## src/rtl/vga_timing_pkg.sv

```systemverilog
// ---------------------------------------------------------------------------
// vga_timing_pkg
// Shared definitions for the Pong VGA raster sequencer:
//   - default 640x480@60 timing constants and the derived line/frame totals
//   - counter width used by both raster axes
//   - update-window scheduler state encoding
// ---------------------------------------------------------------------------
package vga_timing_pkg;

    localparam int CNT_W = 10;

    localparam int H_ACTIVE_DEF = 640;
    localparam int H_FP_DEF     = 16;
    localparam int H_SYNC_DEF   = 96;
    localparam int H_BP_DEF     = 48;
    localparam int H_TOTAL_DEF  = H_ACTIVE_DEF + H_FP_DEF + H_SYNC_DEF + H_BP_DEF;

    localparam int V_ACTIVE_DEF = 480;
    localparam int V_FP_DEF     = 10;
    localparam int V_SYNC_DEF   = 2;
    localparam int V_BP_DEF     = 33;
    localparam int V_TOTAL_DEF  = V_ACTIVE_DEF + V_FP_DEF + V_SYNC_DEF + V_BP_DEF;

    typedef enum logic [1:0] {
        IDLE       = 2'd0,
        GRANT      = 2'd1,
        WAIT_FRAME = 2'd2
    } upd_state_t;

endpackage

```

## src/rtl/vga_axis_counter.sv

```systemverilog
// ---------------------------------------------------------------------------
// vga_axis_counter
// Modulo-N counter for one raster axis. Resets to N-1 so that the first
// enable after reset lands on 0.
// Ports:
//   clk      in   system clock
//   rst_n    in   asynchronous active-low reset
//   en       in   advance the counter this clock
//   cnt_nxt  out  value the counter takes at the next edge (combinational)
//   wrap     out  en high while at N-1, i.e. this edge wraps to 0
// ---------------------------------------------------------------------------
module vga_axis_counter
    import vga_timing_pkg::*;
#(
    parameter int N = 800
) (
    input  logic             clk,
    input  logic             rst_n,
    input  logic             en,
    output logic [CNT_W-1:0] cnt_nxt,
    output logic             wrap
);

    localparam logic [CNT_W-1:0] LAST = CNT_W'(N - 1);

    logic [CNT_W-1:0] cnt;

    assign wrap = en && (cnt == LAST);

    always_comb begin
        cnt_nxt = cnt;
        if (en) begin
            cnt_nxt = (cnt == LAST) ? '0 : cnt + CNT_W'(1);
        end
    end

    always_ff @(posedge clk or negedge rst_n) begin
        if (!rst_n) begin
            cnt <= LAST;
        end else begin
            cnt <= cnt_nxt;
        end
    end

endmodule

```

## src/rtl/vga_timing_sequencer.sv

```systemverilog
// ---------------------------------------------------------------------------
// vga_timing_sequencer
// Pong VGA raster sequencer: horizontal/vertical counters on the pixel
// strobe, registered sync/blank/coordinate decode, and a once-per-frame
// game-logic update window that only opens during vertical blanking.
// Ports:
//   clk          in   system clock
//   rst_n        in   asynchronous active-low reset
//   pix_en       in   pixel strobe, counters advance only when high
//   hsync/vsync  out  active-low syncs
//   video_on     out  raster inside the visible area
//   pix_x/pix_y  out  current coordinates (valid while video_on)
//   frame_start  out  one-clk pulse after entering (0,0)
//   upd_req      in   game logic wants an update window (level)
//   upd_grant    out  update window open
//   upd_done     in   one-clk pulse closing the window
//   upd_overrun  out  sticky: a window was force-closed at frame start
//
// Scheduler states:
//   state      | meaning
//   IDLE       | no window; may grant in vblank if not yet served this frame
//   GRANT      | window open until upd_done or raster re-enters (0,0)
//   WAIT_FRAME | this frame already served; wait for (0,0)
// ---------------------------------------------------------------------------
module vga_timing_sequencer
    import vga_timing_pkg::*;
#(
    parameter int H_ACTIVE = H_ACTIVE_DEF,
    parameter int H_FP     = H_FP_DEF,
    parameter int H_SYNC   = H_SYNC_DEF,
    parameter int H_BP     = H_BP_DEF,
    parameter int V_ACTIVE = V_ACTIVE_DEF,
    parameter int V_FP     = V_FP_DEF,
    parameter int V_SYNC   = V_SYNC_DEF,
    parameter int V_BP     = V_BP_DEF
) (
    input  logic             clk,
    input  logic             rst_n,
    input  logic             pix_en,
    output logic             hsync,
    output logic             vsync,
    output logic             video_on,
    output logic [CNT_W-1:0] pix_x,
    output logic [CNT_W-1:0] pix_y,
    output logic             frame_start,
    input  logic             upd_req,
    output logic             upd_grant,
    input  logic             upd_done,
    output logic             upd_overrun
);

    localparam int H_TOTAL = H_ACTIVE + H_FP + H_SYNC + H_BP;
    localparam int V_TOTAL = V_ACTIVE + V_FP + V_SYNC + V_BP;

    if (H_TOTAL > 1024) begin : g_h_total_chk
        $error("H_TOTAL exceeds the 10-bit counter range");
    end
    if (V_TOTAL > 1024) begin : g_v_total_chk
        $error("V_TOTAL exceeds the 10-bit counter range");
    end

    localparam logic [CNT_W-1:0] H_ACT_L  = CNT_W'(H_ACTIVE);
    localparam logic [CNT_W-1:0] HS_START = CNT_W'(H_ACTIVE + H_FP);
    localparam logic [CNT_W-1:0] HS_END   = CNT_W'(H_ACTIVE + H_FP + H_SYNC - 1);
    localparam logic [CNT_W-1:0] V_ACT_L  = CNT_W'(V_ACTIVE);
    localparam logic [CNT_W-1:0] VS_START = CNT_W'(V_ACTIVE + V_FP);
    localparam logic [CNT_W-1:0] VS_END   = CNT_W'(V_ACTIVE + V_FP + V_SYNC - 1);
    localparam logic [CNT_W-1:0] V_LAST   = CNT_W'(V_TOTAL - 1);

    logic [CNT_W-1:0] hcnt_nxt;
    logic [CNT_W-1:0] vcnt_nxt;
    logic             h_wrap;
    logic             v_wrap;
    logic             enter_origin;

    vga_axis_counter #(.N(H_TOTAL)) u_hcnt (
        .clk     (clk),
        .rst_n   (rst_n),
        .en      (pix_en),
        .cnt_nxt (hcnt_nxt),
        .wrap    (h_wrap)
    );

    vga_axis_counter #(.N(V_TOTAL)) u_vcnt (
        .clk     (clk),
        .rst_n   (rst_n),
        .en      (pix_en & h_wrap),
        .cnt_nxt (vcnt_nxt),
        .wrap    (v_wrap)
    );

    // Vertical wrap already implies pix_en and horizontal wrap.
    assign enter_origin = v_wrap;

    // Decode from the next counter value so outputs line up with the counters.
    always_ff @(posedge clk or negedge rst_n) begin
        if (!rst_n) begin
            hsync       <= 1'b1;
            vsync       <= 1'b1;
            video_on    <= 1'b0;
            pix_x       <= '0;
            pix_y       <= '0;
            frame_start <= 1'b0;
        end else begin
            frame_start <= enter_origin;
            if (pix_en) begin
                hsync    <= !((hcnt_nxt >= HS_START) && (hcnt_nxt <= HS_END));
                vsync    <= !((vcnt_nxt >= VS_START) && (vcnt_nxt <= VS_END));
                video_on <= (hcnt_nxt < H_ACT_L) && (vcnt_nxt < V_ACT_L);
                pix_x    <= hcnt_nxt;
                pix_y    <= vcnt_nxt;
            end
        end
    end

    upd_state_t state;
    upd_state_t state_nxt;
    logic       served;
    logic       served_nxt;
    logic       overrun_set;
    logic       win_ok;

    // Last line is excluded so a window can never straddle the frame start.
    assign win_ok = pix_en && (vcnt_nxt >= V_ACT_L) && (vcnt_nxt != V_LAST);

    always_ff @(posedge clk or negedge rst_n) begin
        if (!rst_n) begin
            state       <= IDLE;
            served      <= 1'b0;
            upd_grant   <= 1'b0;
            upd_overrun <= 1'b0;
        end else begin
            state       <= state_nxt;
            served      <= served_nxt;
            upd_grant   <= (state_nxt == GRANT);
            upd_overrun <= upd_overrun | overrun_set;
        end
    end

    always_comb begin
        state_nxt = state;
        unique case (state)
            IDLE: begin
                if (enter_origin) begin
                    state_nxt = IDLE;
                end else if (served) begin
                    state_nxt = WAIT_FRAME;
                end else if (win_ok && upd_req) begin
                    state_nxt = GRANT;
                end
            end
            GRANT: begin
                if (upd_done || enter_origin) begin
                    state_nxt = IDLE;
                end
            end
            WAIT_FRAME: begin
                if (enter_origin) begin
                    state_nxt = IDLE;
                end
            end
            default: state_nxt = IDLE;
        endcase
    end

    always_comb begin
        served_nxt  = served;
        overrun_set = 1'b0;
        if ((state == IDLE) && (state_nxt == GRANT)) begin
            served_nxt = 1'b1;
        end
        if (enter_origin) begin
            served_nxt = 1'b0;
        end
        // A simultaneous upd_done counts as a normal completion.
        if ((state == GRANT) && enter_origin && !upd_done) begin
            overrun_set = 1'b1;
        end
    end

endmodule

```

## config.mk

```make
export PLATFORM = sky130hd
export DESIGN_NAME = vga_timing_sequencer
export DESIGN_NICKNAME = d
export VERILOG_FILES = /design/src/rtl/vga_timing_pkg.sv /design/src/rtl/vga_axis_counter.sv /design/src/rtl/vga_timing_sequencer.sv
export SDC_FILE = /design/constraint.sdc
export NUM_CORES = 1
export LEC_CHECK = 0
export CAP_MARGIN = 20
export CORE_UTILIZATION = 40
export DETAILED_ROUTE_END_ITERATION = 8
export GPL_TIMING_DRIVEN = 1
export MAX_ROUTING_LAYER = met4
export PLACE_DENSITY = 0.66
export SLEW_MARGIN = 20
export SYNTH_ARGS = -nofsm -noshare
export SYNTH_HDL_FRONTEND = slang
export SYNTH_HIERARCHICAL = 1
export SYNTH_SLANG_ARGS = --single-unit
```

## constraint.sdc

```tcl
create_clock -name clk -period 2.9 [get_ports clk]
set_input_delay 0.725 -clock clk [delete_from_list [all_inputs] [get_ports clk]]
set_output_delay 0.725 -clock clk [all_outputs]
set_load 0.03 [all_outputs]
```

======== Word level (Yosys, flattened, before mapping) ========
Cells that the tools add are included.
operators by class
  eq/ne operators ......................... 6
  add/sub/neg operators ................... 2
  $lt $le $gt $ge ......................... 7
  reductions and logical operators ........ 17
  bitwise gates (word level) .............. 2
  multiplexer cells ....................... 13
operator list
  kind                   number
  $mux 10                4
  $add 10x1->10 const B  2
  $eq 10x10->1 const B   2
  $ge 10x9->1 const B    2
  $logic_and 1x1->1      11
  $ge 10x10->1 const B   1
  $le 10x10->1 const B   1
  $le 10x9->1 const B    1
  $lt 10x10->1 const B   1
  $lt 10x9->1 const B    1
  $mux 2                 5
  $ne 10x10->1 const B   1
  $pmux 2 s3             1
  $eq 2x1->1 const B     2
  $logic_not 1->1        3
  $mux 1                 3
  $eq 2x2->1 const B     1
  $logic_not 2->1        1
  $reduce_bool 2->1      1
  $and 1x1->1            1
  $logic_or 1x1->1       1
  $or 1x1->1             1
word-level totals
  output and inout bits ................... 26
  input bits .............................. 5
  flip-flop bits (word level) ............. 49
  logic and storage cells ................. 59

======== Logic depth before layout (Yosys ltp) ========
Gate-level depths: netlist (run 1).
  word-level depth ........................ 16
  gate-level depth with buffers ........... 11
  mapped depth without buffers ............ 10

======== Modules after synthesis ========
The synthesis (run 1) kept the hierarchy.
by module, submodules not included
  module                      cells an instance  times used  area an instance (um^2)  sequential area each (um^2)
  vga_timing_sequencer        85                 1           1192.4                   728.2
  vga_axis_counter at u_vcnt  53                 1           546.8                    254.0
  vga_axis_counter at u_hcnt  46                 1           528.0                    259.0

======== Worst setup path before layout (run 1) ========
OpenSTA, ideal clock, no wires.
  path kind ............................... input -> register
  from .................................... input pix_en
  to ...................................... register state[0]
  path buffers ............................ 2
  library setup time ...................... 0.152 ns
  arrival time ............................ 3.093 ns
  data required time ...................... 2.748 ns
  stages on the path ...................... 11
  path slack .............................. -0.344 ns
  path through ............................ buf_2 > nand2_1 > nor4_4 > and2_1 > clkbuf_1 > inv_1 > nor4_2 > a21oi_1 > a41o_2 > nand4_1 > o22ai_1
on the way
  elaborated cells on any way between the ends .. 16
  those cells by class .................... order compare (1); eq/ne (1); mux (7); bitwise (1); reduce/logical (6)
RTL lines
  element                RTL line                     text
  start, declared        vga_timing_sequencer.sv:39   input logic pix_en,
  $logic_and 1x1->1 (*)  vga_axis_counter.sv:28       assign wrap = en && (cnt == LAST);
  net h_wrap             vga_timing_sequencer.sv:72   logic h_wrap;
  $and 1x1->1 (*)        vga_timing_sequencer.sv:87   .en (pix_en & h_wrap),
  $logic_and 1x1->1 (*)  vga_axis_counter.sv:28
  net enter_origin       vga_timing_sequencer.sv:74   logic enter_origin;
  $logic_or 1x1->1       vga_timing_sequencer.sv:153  if (upd_done || enter_origin) begin
  $mux 2                 vga_timing_sequencer.sv:153
  $pmux 2 s3 (*)         vga_timing_sequencer.sv:142  unique case (state)
  net state_nxt[0]       vga_timing_sequencer.sv:117  upd_state_t state_nxt;
  end signal, assigned   vga_timing_sequencer.sv:133  state <= state_nxt;
  end, declared          vga_timing_sequencer.sv:116  upd_state_t state;
Mark *: on every way through the listed nets, which the timed path passes. The rest lies on a longest branch.
A chain may end at the register's enable or synchronous reset.

======== Worst setup path after layout (run 1) ========
  from .................................... register u_hcnt.cnt[0]
  to ...................................... register upd_grant
on the way
  cells in the longest elaborated chain, start to end .. 13
  elaborated cells on any way between the ends .. 18
  those cells by class .................... order compare (1); eq/ne (3); mux (7); bitwise (1); reduce/logical (6)
RTL lines
  element                 RTL line                     text
  start, declared         vga_axis_counter.sv:26       logic [CNT_W-1:0] cnt;
  start signal, assigned  vga_axis_counter.sv:41       cnt <= cnt_nxt;
  $eq 10x10->1 (*)        vga_axis_counter.sv:28
  $logic_and 1x1->1 (*)   vga_axis_counter.sv:28
  net h_wrap              vga_timing_sequencer.sv:72
  $and 1x1->1 (*)         vga_timing_sequencer.sv:87
  $mux 10 (*)             vga_axis_counter.sv:32       if (en) begin
  net vcnt_nxt[7]         vga_timing_sequencer.sv:71   logic [CNT_W-1:0] vcnt_nxt;
  $ge 10x9->1             vga_timing_sequencer.sv:124  assign win_ok = pix_en && (vcnt_nxt >= V_ACT_L) && (vcnt_nxt != V_LAST);
  $logic_and 1x1->1       vga_timing_sequencer.sv:124
  $logic_and 1x1->1 (*)   vga_timing_sequencer.sv:124
  $logic_and 1x1->1 (*)   vga_timing_sequencer.sv:148  end else if (win_ok && upd_req) begin
  $mux 2 (*)              vga_timing_sequencer.sv:148
  $mux 2 (*)              vga_timing_sequencer.sv:146  end else if (served) begin
  $mux 2 (*)              vga_timing_sequencer.sv:144  if (enter_origin) begin
  $pmux 2 s3 (*)          vga_timing_sequencer.sv:142
  $eq 2x1->1 (*)          vga_timing_sequencer.sv:135  upd_grant <= (state_nxt == GRANT);
  end signal, assigned    vga_timing_sequencer.sv:135
  end, declared           vga_timing_sequencer.sv:47   output logic upd_grant,
Marks and branches as above.

==> results_dict.tcl, run 1 <==
set metrics [dict create \
    relSlewSlack 0.609 \
    cts.sinks 49 \
    cts_resized 0 \
    hold_ws_ns 0.481 \
    core-area_mm2 0.00547 \
    final-instance-count-excl-fill 318 \
    reg2reg_slack_ns 0.14 \
    arrival_ns 2.95 \
    clk_latency_ns 0.30 \
    reg2reg_depth 11 \
    drc 0 \
    synth_seq_cells 49 \
    seqCellArea_mm2 0.00124 \
    drt_iter0_drc 75 \
    yosysWarnings 6 \
    ios 31 \
    holdCritStartpoint "upd_overrun$_DFF_PN0_" \
    rows 27 \
    htree_levels 2 \
    reg2reg_from "u_hcnt/cnt[0]$_DFF_PN1_" \
    dieWidth_um 77.3 \
    firstDrtPassIters 4 \
    dp.cells 310 \
    power_leakage_nw 1.33 \
    hold_buffers 0 \
    path_class "reg2reg" \
    powerDensity_mw_per_mm2 610 \
    holdPathStages 1 \
    avgSynthCellArea_um2 12.3 \
    synth_nets 192 \
    drv_slew 0 \
    path_max_fanout 4 \
    synth_area_mm2 0.00227 \
    synth_top_area_frac 0.408 \
    cts_tree "yes" \
    dieArea_mm2 0.00597 \
    fin_crit_ns 2.76 \
    finalSetupViolations 0 \
    skew_ns 0.00418 \
    root_buffer "clkbuf_8" \
    io_buffers 30 \
    drv_cap 0 \
    clock_path_buffers 2 \
    timing.rr.end "upd_grant$_DFF_PN0_" \
    multi_input_area_mm2 0.00104 \
    synthCells 184 \
    grt_pass1_wl_um 7630 \
    whs_endpoint "upd_overrun$_DFF_PN0_" \
    syn_to_final_growth_pct 33.4 \
    fin_nets 253 \
    cts_setup_buffers 0 \
    ys_types 48 \
    vias_per_cell 5.31 \
    drt_wl_total_um 4630 \
    grt_pass1_vias 1568 \
    place.gp.congestion 0.914 \
    grt_max_degree 50 \
    initial_core_util 0.414 \
    dp_hpwl_um 3260 \
    synth_edf_count 0 \
    finalHoldViolCount 0 \
    final_common_cell "dfrtp_1" \
    avgRoutedWirePerCell_um 14.6 \
    holdCritPathClass "reg2reg" \
    diodes 0 \
    cts-buffers-inserted 5 \
    status "finished clean" \
    ys_async_sr_fraction 1.00 \
    drive_gt1_frac 0.366 \
    grt.overflow.total 0 \
    antenna_found_initial 0 \
    tightest_slew_ns 0.587 \
    start_kind "flip-flop" \
    seq_area_frac_synth 0.547 \
    fin_setup_tns_ns 0 \
    path_clk_slew_ns 0.09 \
    final_cell_mix "dfrtp_1, buf_4, clkdlybuf4s50_1, mux2_2, dfstp_2" \
    grtUsageTotal 0.168 \
    yosys.area.top_type "dfrtp_1" \
    ys_top_cells_by_area "dfrtp_1, dfstp_2, mux2_2, mux2_1, nand4_1" \
    die_y_um 77.3 \
    period_share 0.953 \
    final_util 0.553 \
    vias 1687 \
    ys.flop_type "dfrtp_1" \
    endpoint_kind "flip-flop" \
    ir_drop_mv 0.550 \
    ant_nets 0 \
    fill_cells 499 \
    fmax_mhz 362 \
    critPathRequiredTime_ns 3.08 \
]
## stage by stage
step	setup WS, ns	cell area (µm²)	total power, mW
3_3_place_gp	-0.261	2870	1.37
3_5_place_dp	-0.291	2870	1.38
4_1_cts	0.0167	2980	1.86
2_1_floorplan	0.000431	2300	1.18
6_report	0.138	3020	1.85
5_1_grt	-0.0250	3020	1.95
## area by class of cell
cell class,count,share of cell area
Inverter,9,0.0112
Clock buffer,6,0.0240
Sequential cell,49,0.410
Tap cell,72,0.0298
Timing Repair Buffer,59,0.170
Multi-Input combinational cell,121,0.343
Clock inverter,2,0.0116
## routing by layer
| metal | GRT usage | wire length, µm | vias to the layer above |
|---|---|---|---|
| met4 | 0.0623 | 63 | 0 |
| li1 | - | - | 800 |
| met5 | - | 0 | - |
| met1 | 0.230 | 2270 | 833 |
| met2 | 0.245 | 2120 | 50 |
| met3 | 0.0345 | 182 | 4 |
## cells by family after synthesis
kind of cell    synth area share
simple gates               0.188
flops                      0.547
compound gates            0.0756
mux                        0.109
buf+inv                   0.0254
xor+xnor                  0.0386
fa+ha+maj                 0.0166
## cells in the mapped netlist (2+ instances only)
cell type,instances
o31ai_1,3
nand2_1,8
nor2_1,8
or4_4,2
o21ai_1,3
a21oi_1,5
dfstp_2,12
nand4_1,8
buf_2,4
o311ai_1,2
dfrtp_1,37
nand3_1,4
o21ai_0,3
o22ai_1,4
nor4_1,3
nor3_2,2
nor4_2,2
ha_1,3
xnor2_1,5
inv_1,9
mux2_2,16
xor2_1,5
nor3_1,7
mux2_1,5
## worst max-delay path: stages (launching register included)
cell	delay, ns
dfstp_2	0.58
ha_1	0.23
nand2_4	0.07
nor4_4	0.16
and2_4	0.19
nand4_1	0.10
buf_4	0.16
nor3_2	0.14
xor2_1	0.14
or4_4	0.58
nor3_4	0.20
o22ai_1	0.10
## registers in the layout, summed over array words and instances (netlist names)
name,cells
frame_start,1
hsync,1
pix_x,10
pix_y,10
served,1
state,2
u_hcnt/cnt,10
u_vcnt/cnt,10
upd_grant,1
upd_overrun,1
video_on,1
vsync,1
## how the worst max path moves through the flow
stage / startpoint / end / slack (ns) / cells after the start
after floorplan: pix_en / state[0]$_DFF_PN0_ / 0.0004 / 11
after global placement: pix_en / upd_grant$_DFF_PN0_ / -0.26 / 11
after detailed placement: pix_en / served$_DFFE_PN0P_ / -0.29 / 11
after CTS: pix_en / served$_DFFE_PN0P_ / 0.02 / 11
after global routing: u_hcnt/cnt[0]$_DFF_PN1_ / upd_grant$_DFF_PN0_ / -0.02 / 11
final: u_hcnt/cnt[0]$_DFF_PN1_ / upd_grant$_DFF_PN0_ / 0.14 / 11
## report_power, final
group          internal, mW  leakage, nW  switching [mW]
clock network         0.256       0.0552           0.219
registers             0.806        0.580          0.0824
logic                 0.224        0.694           0.258
No activity file was read; power rests on OpenSTA's default activity.
==> run 2: changes to the inputs <==
--- a/config.mk
+++ b/config.mk
@@ -6,6 +6,7 @@
 export NUM_CORES = 1
 export LEC_CHECK = 0
 export CAP_MARGIN = 20
+export CORE_MARGIN = 5
 export CORE_UTILIZATION = 40
 export DETAILED_ROUTE_END_ITERATION = 8
 export GPL_TIMING_DRIVEN = 1
==> constraint.sdc (replaced) <==
create_clock -name clk -period 2.4 [get_ports clk]
set_input_delay 0.6 -clock clk [delete_from_list [all_inputs] [get_ports clk]]
set_output_delay 0.6 -clock clk [all_outputs]
set_load 0.03 [all_outputs]
==> results_dict.tcl, run 2 (synthesis gave the netlist of run 1 again) <==
set metrics [dict create \
    drv_slew 0 \
    vias_per_cell 5.14 \
    power_leakage_nw 1.47 \
    fin_crit_ns 2.67 \
    grt_pass1_wl_um 9070 \
    p_total_mw 2.36 \
    fill_cells 454 \
    fmax_mhz 375 \
    finalHoldViolCount 0 \
    final_cell_mix "buf_4, dfrtp_1, clkdlybuf4s50_1, mux2_2, dfstp_2" \
    critPathBufInv 1 \
    antenna_found_initial 0 \
    start_kind "flip-flop" \
    vias 1747 \
    syn_to_final_growth_pct 43.4 \
    cts-buffers-inserted 5 \
    place_ws_ns -0.730 \
    die_y_um 85.3 \
    endpoint_kind "flip-flop" \
    final_common_cell "buf_4" \
    final_util 0.591 \
    htree_levels 2 \
    cts_tree "yes" \
    core-area_mm2 0.00551 \
    drive_gt1_frac 0.448 \
    holdCritPathClass "in2async" \
    violations "negative setup slack" \
    dp_hpwl_um 3960 \
    fin_ws_ns -0.268 \
    initial_core_util 0.412 \
    reg2reg_slack_ns -0.27 \
    drv_cap 0 \
    critPathMaxStageDelay_ns 0.57 \
    grt_pass1_vias 1859 \
    relSlewSlack 0.697 \
    reg2reg_from "u_hcnt/cnt[9]$_DFF_PN1_" \
    dieArea_mm2 0.00727 \
    drc 0 \
    path_max_fanout 3 \
    critPathRequiredTime_ns 2.59 \
    powerDensity_mw_per_mm2 726 \
    period_share 1.11 \
    diodes 0 \
    root_buffer "clkbuf_8" \
    io_buffers 30 \
    rsz0062_at_grt "true" \
    ant_nets 0 \
    dieWidth_um 85.3 \
    rows 27 \
    status "finished, violations left" \
    fin_nets 275 \
    crit_top_cell "nor4_4" \
    cts.sinks 49 \
    ios 31 \
    grtUsageTotal 0.161 \
    cp_slowest_cell "dfstp_2" \
    firstDrtPassIters 4 \
    finalSetupViolations 6 \
    arrival_ns 2.86 \
    grt.overflow.total 0 \
    crit_chain "nand4bb_4, nor4_4, and2_4, nand4_1, buf_4, nor3_4, xor2_1, or4_4, nor4_4, a211oi_2" \
    drt_wl_total_um 5210 \
    drt_iter0_drc 89 \
    path_class "reg2reg" \
    ir_drop_mv 0.617 \
    skew_ns 0.00445 \
    timing.rr.end "served$_DFFE_PN0P_" \
    avgRoutedWirePerCell_um 15.3 \
    clock_path_buffers 2 \
    reg2reg_depth 10 \
    clk_latency_ns 0.30 \
    tightest_slew_ns 0.452 \
    path_clk_slew_ns 0.09 \
    grt_max_degree 32 \
    place.gp.congestion 0.919 \
    crit_family "simple AND/OR/NAND/NOR gates" \
]
run 2: cell types whose count changed in the layout (fill, tap and decap cells not counted), sizes merged:
cell and change:
clkinv -1, buf +22, clkinvlp +1, dlygate4sd2 +1, dlymetal6s2s -1
run 2: per-layer routing:
| layer | share of wire | routed length (µm) | GRT usage |
|---|---|---|---|
| met4 | 0.0096 | 50 | 0.0475 |
| met3 | 0.031 | 160 | 0.0272 |
| met1 | 0.48 | 2510 | 0.221 |
| met2 | 0.48 | 2490 | 0.243 |
| met5 | 0 | 0 | - |
run 2: worst max path at each step:
stage,startpoint,endpoint,slack (ns),cells past startpoint
floorplan,u_hcnt/cnt[8]$_DFF_PN1_,state[0]$_DFF_PN0_,-0.38,10
global placement,pix_en,state[0]$_DFF_PN0_,-0.65,11
detailed placement,pix_en,served$_DFFE_PN0P_,-0.73,11
CTS,u_hcnt/cnt[8]$_DFF_PN1_,state[0]$_DFF_PN0_,-0.26,10
global route,u_hcnt/cnt[9]$_DFF_PN1_,state[0]$_DFF_PN0_,-0.41,10
finish,u_hcnt/cnt[9]$_DFF_PN1_,served$_DFFE_PN0P_,-0.27,10
run 2: cell type report:
class,instances,area [µm²],share of cell area
multi-input combinational,121,1090,0.335
tap,72,90.1,0.0277
inverter,9,33.8,0.0104
timing repair buffer,81,677,0.208
clock buffer,6,82.6,0.0254
clock inverter,2,37.5,0.0115
sequential,49,1240,0.382
run 2: repair_timing:
item                       in CTS  in global routing
pin swaps                       9                  2
cloned                          0                  0
resized for setup               5                  4
hold buffers                    0                  0
setup endpoints to repair       8                  9
setup buffers                   2                  0
run 2: power breakdown:
part	total [mW]	internal, mW	switching [mW]
Clock	0.607	0.339	0.268
Combinational	0.706	0.343	0.364
Sequential	1.05	0.972	0.0739
run 2: through the flow:
step	hold WS (ns)	instance area (µm²)	std cells	TNS [ns]
after floorplan	0.304	2340	184	-1.26
after global placement	0.468	3060	330	-5.47
after detailed placement	0.462	3060	330	-6.97
after CTS	0.215	3230	340	-1.14
after global routing	0.241	3250	340	-2.06
final	0.224	3250	340	-1.16
